## config.mk

```make
export PLATFORM = sky130hd
export DESIGN_NAME = mem_arbiter_flat
export DESIGN_NICKNAME = d
export VERILOG_FILES = /design/src/rtl/mem_arbiter_if.sv /design/src/rtl/mem_arbiter.sv /design/src/flat_wrapper.sv
export SDC_FILE = /design/constraint.sdc
export NUM_CORES = 1
export LEC_CHECK = 0
export ABC_AREA = 1
export BUFFER_PORTS_ARGS = -buffer_cell sky130_fd_sc_hd__buf_2
export CORE_ASPECT_RATIO = 1.25
export CORE_UTILIZATION = 30
export CTS_BUF_LIST = sky130_fd_sc_hd__clkbuf_4 sky130_fd_sc_hd__clkbuf_8
export CTS_CLUSTER_SIZE = 16
export DETAILED_ROUTE_END_ITERATION = 10
export PLACE_DENSITY = 0.63
export SLEW_MARGIN = 40
export SYNTH_ARGS = -nofsm -noshare
export SYNTH_HDL_FRONTEND = slang
export SYNTH_SLANG_ARGS = --single-unit
```

## constraint.sdc

```tcl
create_clock -name clk -period 3.55 [get_ports clk]
set_clock_uncertainty 0.1 [all_clocks]
set_input_delay 0.1775 -clock clk [delete_from_list [all_inputs] [get_ports clk]]
set_output_delay 0.1775 -clock clk [all_outputs]
set_load 0.03 [all_outputs]
```

## src/rtl/mem_arbiter_if.sv

```systemverilog
// Request/grant/completion bundle between the fetch/load/store requesters,
// the mem_arbiter and the byte-serial RAM engine.
interface mem_arbiter_if #(
    parameter int unsigned ADDR_W = 32,
    parameter int unsigned DATA_W = 32
);
    logic              if_req;
    logic [ADDR_W-1:0] if_addr;
    logic              if_gnt;
    logic              if_done;

    logic              ld_req;
    logic [ADDR_W-1:0] ld_addr;
    logic [1:0]        ld_width;
    logic              ld_gnt;
    logic              ld_done;
    logic [DATA_W-1:0] ld_data;

    logic              st_req;
    logic [ADDR_W-1:0] st_addr;
    logic [1:0]        st_width;
    logic [DATA_W-1:0] st_data;
    logic              st_gnt;
    logic              st_done;

    logic              eng_start;
    logic [1:0]        eng_kind;
    logic [ADDR_W-1:0] eng_addr;
    logic [1:0]        eng_width;
    logic [DATA_W-1:0] eng_wdata;
    logic              eng_abort;
    logic              eng_done;
    logic [DATA_W-1:0] eng_rdata;

    // Requesters and engine together form the master side.
    modport master (
        output if_req, if_addr, ld_req, ld_addr, ld_width,
        output st_req, st_addr, st_width, st_data, eng_done, eng_rdata,
        input  if_gnt, if_done, ld_gnt, ld_done, ld_data, st_gnt, st_done,
        input  eng_start, eng_kind, eng_addr, eng_width, eng_wdata, eng_abort
    );

    modport slave (
        input  if_req, if_addr, ld_req, ld_addr, ld_width,
        input  st_req, st_addr, st_width, st_data, eng_done, eng_rdata,
        output if_gnt, if_done, ld_gnt, ld_done, ld_data, st_gnt, st_done,
        output eng_start, eng_kind, eng_addr, eng_width, eng_wdata, eng_abort
    );
endinterface

```

## src/rtl/mem_arbiter.sv

```systemverilog
// Shares one RAM engine between fetch refill, loads and stores; applies the
// speculation (roll_back) and UART back-pressure rules before granting.
module mem_arbiter #(
    parameter int unsigned ADDR_W       = 32,
    parameter int unsigned DATA_W       = 32,
    parameter int unsigned STARVE_LIMIT = 4
) (
    input  logic         clk,
    input  logic         rst_in,
    input  logic         rdy_in,
    input  logic         roll_back,
    input  logic         io_buffer_full,
    mem_arbiter_if.slave bus
);
    typedef enum logic {StIdle, StBusy} state_e;
    typedef enum logic [1:0] {OwnFetch = 2'd0, OwnLoad = 2'd1, OwnStore = 2'd2} owner_e;

    localparam logic [2:0] StarveMax = 3'(STARVE_LIMIT);

    state_e            state_q, state_d;
    owner_e            owner_q, owner_d;
    logic [2:0]        starve_q, starve_d;
    logic [1:0]        kind_q, kind_d;
    logic [ADDR_W-1:0] addr_q, addr_d;
    logic [1:0]        width_q, width_d;
    logic [DATA_W-1:0] wdata_q, wdata_d;
    logic [DATA_W-1:0] ld_data_q, ld_data_d;
    // Pulse vectors are indexed {store, load, fetch}.
    logic [2:0]        gnt_q, gnt_d, done_q, done_d;
    logic              start_q, start_d, abort_q, abort_d;

    logic   fetch_ok, load_ok, store_ok, win_valid;
    owner_e win;

    always_comb begin
        fetch_ok  = bus.if_req && !roll_back;
        load_ok   = bus.ld_req && !roll_back;
        // Stores to the UART window wait while its buffer is full.
        store_ok  = bus.st_req && !(io_buffer_full && bus.st_addr[17:16] == 2'b11);
        win_valid = fetch_ok || load_ok || store_ok;
        win       = OwnFetch;
        if (fetch_ok && starve_q == StarveMax) win = OwnFetch;
        else if (store_ok)                     win = OwnStore;
        else if (load_ok)                      win = OwnLoad;
    end

    always_comb begin
        state_d   = state_q;
        owner_d   = owner_q;
        starve_d  = starve_q;
        kind_d    = kind_q;
        addr_d    = addr_q;
        width_d   = width_q;
        wdata_d   = wdata_q;
        ld_data_d = ld_data_q;
        gnt_d     = '0;
        done_d    = '0;
        start_d   = 1'b0;
        abort_d   = 1'b0;
        unique case (state_q)
            StIdle: begin
                if (win_valid) begin
                    state_d = StBusy;
                    owner_d = win;
                    kind_d  = win;
                    start_d = 1'b1;
                    unique case (win)
                        OwnLoad: begin
                            gnt_d[1] = 1'b1;
                            addr_d   = bus.ld_addr;
                            width_d  = bus.ld_width;
                            wdata_d  = '0;
                        end
                        OwnStore: begin
                            gnt_d[2] = 1'b1;
                            addr_d   = bus.st_addr;
                            width_d  = bus.st_width;
                            wdata_d  = bus.st_data;
                        end
                        default: begin
                            gnt_d[0] = 1'b1;
                            addr_d   = bus.if_addr;
                            width_d  = 2'd3;
                            wdata_d  = '0;
                        end
                    endcase
                    if (win == OwnFetch) begin
                        starve_d = '0;
                    end else if (bus.if_req && starve_q < StarveMax) begin
                        starve_d = starve_q + 3'd1;
                    end
                end
            end
            StBusy: begin
                // Committed stores are immune to a flush; speculative work is cancelled.
                if (roll_back && owner_q != OwnStore) begin
                    abort_d = 1'b1;
                    state_d = StIdle;
                end else if (bus.eng_done) begin
                    state_d = StIdle;
                    unique case (owner_q)
                        OwnLoad: begin
                            done_d[1] = 1'b1;
                            ld_data_d = bus.eng_rdata;
                        end
                        OwnStore: done_d[2] = 1'b1;
                        default:  done_d[0] = 1'b1;
                    endcase
                end
            end
            default: state_d = StIdle;
        endcase
    end

    always_ff @(posedge clk or negedge rst_in) begin
        if (!rst_in) begin
            state_q   <= StIdle;
            owner_q   <= OwnFetch;
            starve_q  <= '0;
            kind_q    <= '0;
            addr_q    <= '0;
            width_q   <= '0;
            wdata_q   <= '0;
            ld_data_q <= '0;
            gnt_q     <= '0;
            done_q    <= '0;
            start_q   <= 1'b0;
            abort_q   <= 1'b0;
        end else if (rdy_in) begin
            state_q   <= state_d;
            owner_q   <= owner_d;
            starve_q  <= starve_d;
            kind_q    <= kind_d;
            addr_q    <= addr_d;
            width_q   <= width_d;
            wdata_q   <= wdata_d;
            ld_data_q <= ld_data_d;
            gnt_q     <= gnt_d;
            done_q    <= done_d;
            start_q   <= start_d;
            abort_q   <= abort_d;
        end else begin
            gnt_q   <= '0;
            done_q  <= '0;
            start_q <= 1'b0;
            abort_q <= 1'b0;
        end
    end

    assign bus.if_gnt    = gnt_q[0];
    assign bus.ld_gnt    = gnt_q[1];
    assign bus.st_gnt    = gnt_q[2];
    assign bus.if_done   = done_q[0];
    assign bus.ld_done   = done_q[1];
    assign bus.st_done   = done_q[2];
    assign bus.ld_data   = ld_data_q;
    assign bus.eng_start = start_q;
    assign bus.eng_kind  = kind_q;
    assign bus.eng_addr  = addr_q;
    assign bus.eng_width = width_q;
    assign bus.eng_wdata = wdata_q;
    assign bus.eng_abort = abort_q;
endmodule
```

## src/flat_wrapper.sv

```systemverilog
// flat-port wrapper written by rule: the top's interface ports become plain ports
module mem_arbiter_flat 
#(
    parameter int unsigned ADDR_W       = 32,
    parameter int unsigned DATA_W       = 32,
    parameter int unsigned STARVE_LIMIT = 4
)
  (clk, rst_in, rdy_in, roll_back, io_buffer_full, bus_if_req, bus_if_addr, bus_ld_req, bus_ld_addr, bus_ld_width, bus_st_req, bus_st_addr, bus_st_width, bus_st_data, bus_eng_done, bus_eng_rdata, bus_if_gnt, bus_if_done, bus_ld_gnt, bus_ld_done, bus_ld_data, bus_st_gnt, bus_st_done, bus_eng_start, bus_eng_kind, bus_eng_addr, bus_eng_width, bus_eng_wdata, bus_eng_abort);
  mem_arbiter_if #(.ADDR_W(ADDR_W), .DATA_W(DATA_W)) bus_i ();
  input  logic clk;
  input  logic rst_in;
  input  logic rdy_in;
  input  logic roll_back;
  input  logic io_buffer_full;
  input wire logic [$bits(bus_i.if_req)-1:0] bus_if_req;
  input wire logic [$bits(bus_i.if_addr)-1:0] bus_if_addr;
  input wire logic [$bits(bus_i.ld_req)-1:0] bus_ld_req;
  input wire logic [$bits(bus_i.ld_addr)-1:0] bus_ld_addr;
  input wire logic [$bits(bus_i.ld_width)-1:0] bus_ld_width;
  input wire logic [$bits(bus_i.st_req)-1:0] bus_st_req;
  input wire logic [$bits(bus_i.st_addr)-1:0] bus_st_addr;
  input wire logic [$bits(bus_i.st_width)-1:0] bus_st_width;
  input wire logic [$bits(bus_i.st_data)-1:0] bus_st_data;
  input wire logic [$bits(bus_i.eng_done)-1:0] bus_eng_done;
  input wire logic [$bits(bus_i.eng_rdata)-1:0] bus_eng_rdata;
  output wire logic [$bits(bus_i.if_gnt)-1:0] bus_if_gnt;
  output wire logic [$bits(bus_i.if_done)-1:0] bus_if_done;
  output wire logic [$bits(bus_i.ld_gnt)-1:0] bus_ld_gnt;
  output wire logic [$bits(bus_i.ld_done)-1:0] bus_ld_done;
  output wire logic [$bits(bus_i.ld_data)-1:0] bus_ld_data;
  output wire logic [$bits(bus_i.st_gnt)-1:0] bus_st_gnt;
  output wire logic [$bits(bus_i.st_done)-1:0] bus_st_done;
  output wire logic [$bits(bus_i.eng_start)-1:0] bus_eng_start;
  output wire logic [$bits(bus_i.eng_kind)-1:0] bus_eng_kind;
  output wire logic [$bits(bus_i.eng_addr)-1:0] bus_eng_addr;
  output wire logic [$bits(bus_i.eng_width)-1:0] bus_eng_width;
  output wire logic [$bits(bus_i.eng_wdata)-1:0] bus_eng_wdata;
  output wire logic [$bits(bus_i.eng_abort)-1:0] bus_eng_abort;
  assign bus_i.if_req = bus_if_req;
  assign bus_i.if_addr = bus_if_addr;
  assign bus_i.ld_req = bus_ld_req;
  assign bus_i.ld_addr = bus_ld_addr;
  assign bus_i.ld_width = bus_ld_width;
  assign bus_i.st_req = bus_st_req;
  assign bus_i.st_addr = bus_st_addr;
  assign bus_i.st_width = bus_st_width;
  assign bus_i.st_data = bus_st_data;
  assign bus_i.eng_done = bus_eng_done;
  assign bus_i.eng_rdata = bus_eng_rdata;
  assign bus_if_gnt = bus_i.if_gnt;
  assign bus_if_done = bus_i.if_done;
  assign bus_ld_gnt = bus_i.ld_gnt;
  assign bus_ld_done = bus_i.ld_done;
  assign bus_ld_data = bus_i.ld_data;
  assign bus_st_gnt = bus_i.st_gnt;
  assign bus_st_done = bus_i.st_done;
  assign bus_eng_start = bus_i.eng_start;
  assign bus_eng_kind = bus_i.eng_kind;
  assign bus_eng_addr = bus_i.eng_addr;
  assign bus_eng_width = bus_i.eng_width;
  assign bus_eng_wdata = bus_i.eng_wdata;
  assign bus_eng_abort = bus_i.eng_abort;
  mem_arbiter #(.ADDR_W(ADDR_W), .DATA_W(DATA_W), .STARVE_LIMIT(STARVE_LIMIT)) u_core (.clk(clk), .rst_in(rst_in), .rdy_in(rdy_in), .roll_back(roll_back), .io_buffer_full(io_buffer_full), .bus(bus_i));
endmodule
```

==> results.toml <==
[cells_and_area]
multi_input_area_sq_um = 2050
diodes = 0
fillers = 1689
drive_above_1_share_pct = 31.4
fin_nets = 1176
regArea_sq_um = 2800
syn_to_final_growth_pct = 49.9
instances_no_fill = 1221
finish.utilization_pct = 45.9

[clocking]
post_cts_resize_count = 0
clkTransAtPathRegs_ps = 120
cts-root-buf = "clkbuf_8"
postCtsSetupBuffers = 0
cts_tree = "yes"
htreeDepth = 3
clock_path_buffers = 2
insertion_delay_ps = 390
cts_buffers = 9
cts.sink_count = 112
ctsHoldBuffers = 82

[place]
place_inst = 1123
dp_hpwl_microns = 10400
gp_congestion = 0.781
port_buffers = 280

[floorplanning]
core-area_sq_um = 16800
pin_count = 281
die_y_microns = 149
fp.dieArea_sq_um = 17700
fp.dieW_microns = 119
num_rows = 53
start_util_pct = 30.6

[critical_path]
crit_top_cell = "nand2_1"
worstPathMaxFanout = 30
cpPeakStageDelay_ps = 690
r2r_end = "u_core.bus.eng_addr[29]"
critPathArrivalTime_ps = 3320
timing.rr.start = "u_core.starve_q[0]"
critPathCaptureType = "register"
cp.required_ps = 3780
reg2reg_depth = 13
r2r_setup_slack_ps = 460
path_cells = "inv_1 -> ha_1 -> nand4_1 -> nand2_1 -> nor2_1 -> inv_1 -> ha_2 -> buf_12 -> nor2_1 -> a31oi_1 -> dlygate4sd3_1 -> nand2_1 -> nand2_1"
path_class = "reg -> reg"
critPathSlowestCell = "ha_2"
worstSetupStartpointType = "register"

[route]
via_per_inst = 4.39
drt_iter0_markers = 234
drt-total-wl_microns = 15500
vias = 5364
firstDrtPassIters = 4
wire_per_inst_microns = 12.7
drc = 0
antenna_left = 0

[timing]
worst_slew_pin_slew_ps = 648
slew-limit-headroom_pct = 56.8
hold_violations = 0
rsz0062_at_grt = "no"
slew_violations = 0
tns_ps = 0
setup_viol = 0
clock.fmax_ghz = 0.323
period_minus_slack_ps = 3090
period_share_pct = 87.1

[run]
maxCapViolations = 0

[global_route]
grt_overflow = 0
grt_pass1_vias = 5005
track_usage_pct = 17.3
grt_pass1_wl_microns = 24300
antenna_found_initial = 0
grt_max_degree = 65

[synthesis]
avgSynthCellArea_sq_um = 7.90
netlist_instances = 653
syn-num-nets = 833
ys_types = 21
synth_edf_count = 0
yosysWarningCount = 0
synth_seq_cells = 112
postSynth.asyncResetShare_pct = 100
ys.flop_type = "dfrtp_1"
synth-seq-area-share_pct = 54.3
synthesis.area_sq_um = 5160

[pwr]
finalPower_mw = 4.96
power.density_nw_per_um2 = 641
seq_power_share_pct = 39.3
leakage_nw = 4.31
p_int_mw = 2.72
vdd_ir_drop_max_v = 0.000268
power_frac_clock_pct = 15.5
switching_share_pct = 45.2
p_sw_mw = 2.24
comb_power_share_pct = 45.2

[min_path]
worstHoldPathType = "in -> reg"
holdPathEnd = "u_core.bus.eng_addr[23]"
worst_hold_path.num_cells = 5
hp-start = "bus_st_addr[23]"

[run_status]
run_status = "finished, final reports clean"
[layout by cell type, fill, tap and decap left out, drive strengths merged]
master | synthesis | layout
nand2 | 353 | 353
buf | 22 | 288
dfrtp | 112 | 112
dlygate4sd3 | 0 | 82
nor2 | 43 | 43
o21ai | 36 | 36
a31oi | 32 | 32
inv | 21 | 22
clkbuf | 16 | 12
ha | 7 | 7
nand4 | 5 | 5
nand3 | 4 | 4
a21oi | 2 | 2
clkinv | 0 | 2
clkinvlp | 0 | 1
[cells in the mapped netlist (2+ instances only)]
cell / instances / area share [%]
nand2_1: 350 / 25
dfrtp_1: 112 / 54
nor2_1: 43 / 3.1
a31oi_1: 32 / 3.9
o21ai_0: 32 / 3.1
inv_1: 18 / 1.3
clkbuf_1: 16 / 1.2
buf_2: 7 / 0.68
buf_4: 7 / 1.0
buf_6: 7 / 1.5
ha_1: 7 / 1.7
nand3_1: 4 / 0.39
nand4_1: 4 / 0.49
inv_2: 3 / 0.22
o21ai_1: 3 / 0.29
a21oi_1: 2 / 0.19
nand2_2: 2 / 0.24
[stage by stage]
step	area (sq um)	hold WS, ps	setup WS [ps]
after floorplan	5160	-218	1400
after global placement	6710	153	1090
after detailed placement	6710	151	992
after CTS	7730	0.349	494
after global routing	7730	25.6	165
final	7730	29.5	457
[power groups by stage]
stage	clock network (mW)	registers, mW	logic, mW
detailed placement	0	1.96	2.19
global placement	0	1.95	2.17
finish	0.769	1.95	2.24
CTS	0.811	1.95	2.26
floorplan	0	2.79	0.621
global route	0.855	2.00	2.44
[worst max-delay path, delay by kind of cell (launching register included)]
family	cells	cell delay, ps
compound gates	1	150
fa+ha+maj	2	880
buf+inv	4	970
flops	1	400
simple gates	6	510
[state kept, by name, indices dropped and copies added, names as in the netlist]
signal                flops
u_core.bus.eng_abort      1
u_core.bus.eng_addr      32
u_core.bus.eng_kind       2
u_core.bus.eng_start      1
u_core.bus.eng_wdata     32
u_core.bus.eng_width      2
u_core.bus.ld_data       32
u_core.done_q             3
u_core.gnt_q              3
u_core.starve_q           3
u_core.state_q            1
[how the worst max path moves through the flow]
stage               depth (start not counted)  slack [ps]          startpoint                      end
global route                               13         170  u_core.starve_q[0]  u_core.bus.eng_addr[29]
CTS                                        13         490  u_core.starve_q[0]  u_core.bus.eng_addr[29]
global placement                           12        1090  u_core.starve_q[0]   u_core.bus.eng_addr[5]
detailed placement                         12         990  u_core.starve_q[0]  u_core.bus.eng_addr[11]
floorplan                                  12        1400  u_core.starve_q[0]  u_core.bus.eng_addr[10]
finish                                     13         460  u_core.starve_q[0]  u_core.bus.eng_addr[29]
[kinds of logic (layout without fill, tap and decap cells)]
group / Yosys count / in the layout / synth area share [%]
adders and majority gates: 7 / 7 / 1.70
buffers and inverters: 59 / 407 / 5.99
DFF: 112 / 112 / 54.3
AOI/OAI and AO/OA: 70 / 70 / 7.64
and+or+nand+nor: 405 / 405 / 30.3
[cell type report]
cell class | instances | share of cell area, %
inverters | 21 | 1.02
clock buffers | 12 | 2.14
multi-input cells | 482 | 26.5
clock inverters | 4 | 0.469
flip-flops and latches | 112 | 36.2
repair buffers | 370 | 30.0
well taps | 220 | 3.56
[layer usage]
layer  GRT usage, %  share of wire [%]  vias to the layer above
met1           20.5                 42                     2405
met5              0                  0                        -
met4           6.50                1.8                        0
met2           31.0                 51                      219
met3           3.34                6.1                       19
li1               -                  -                     2721
No activity file was read; power rests on OpenSTA's default activity.
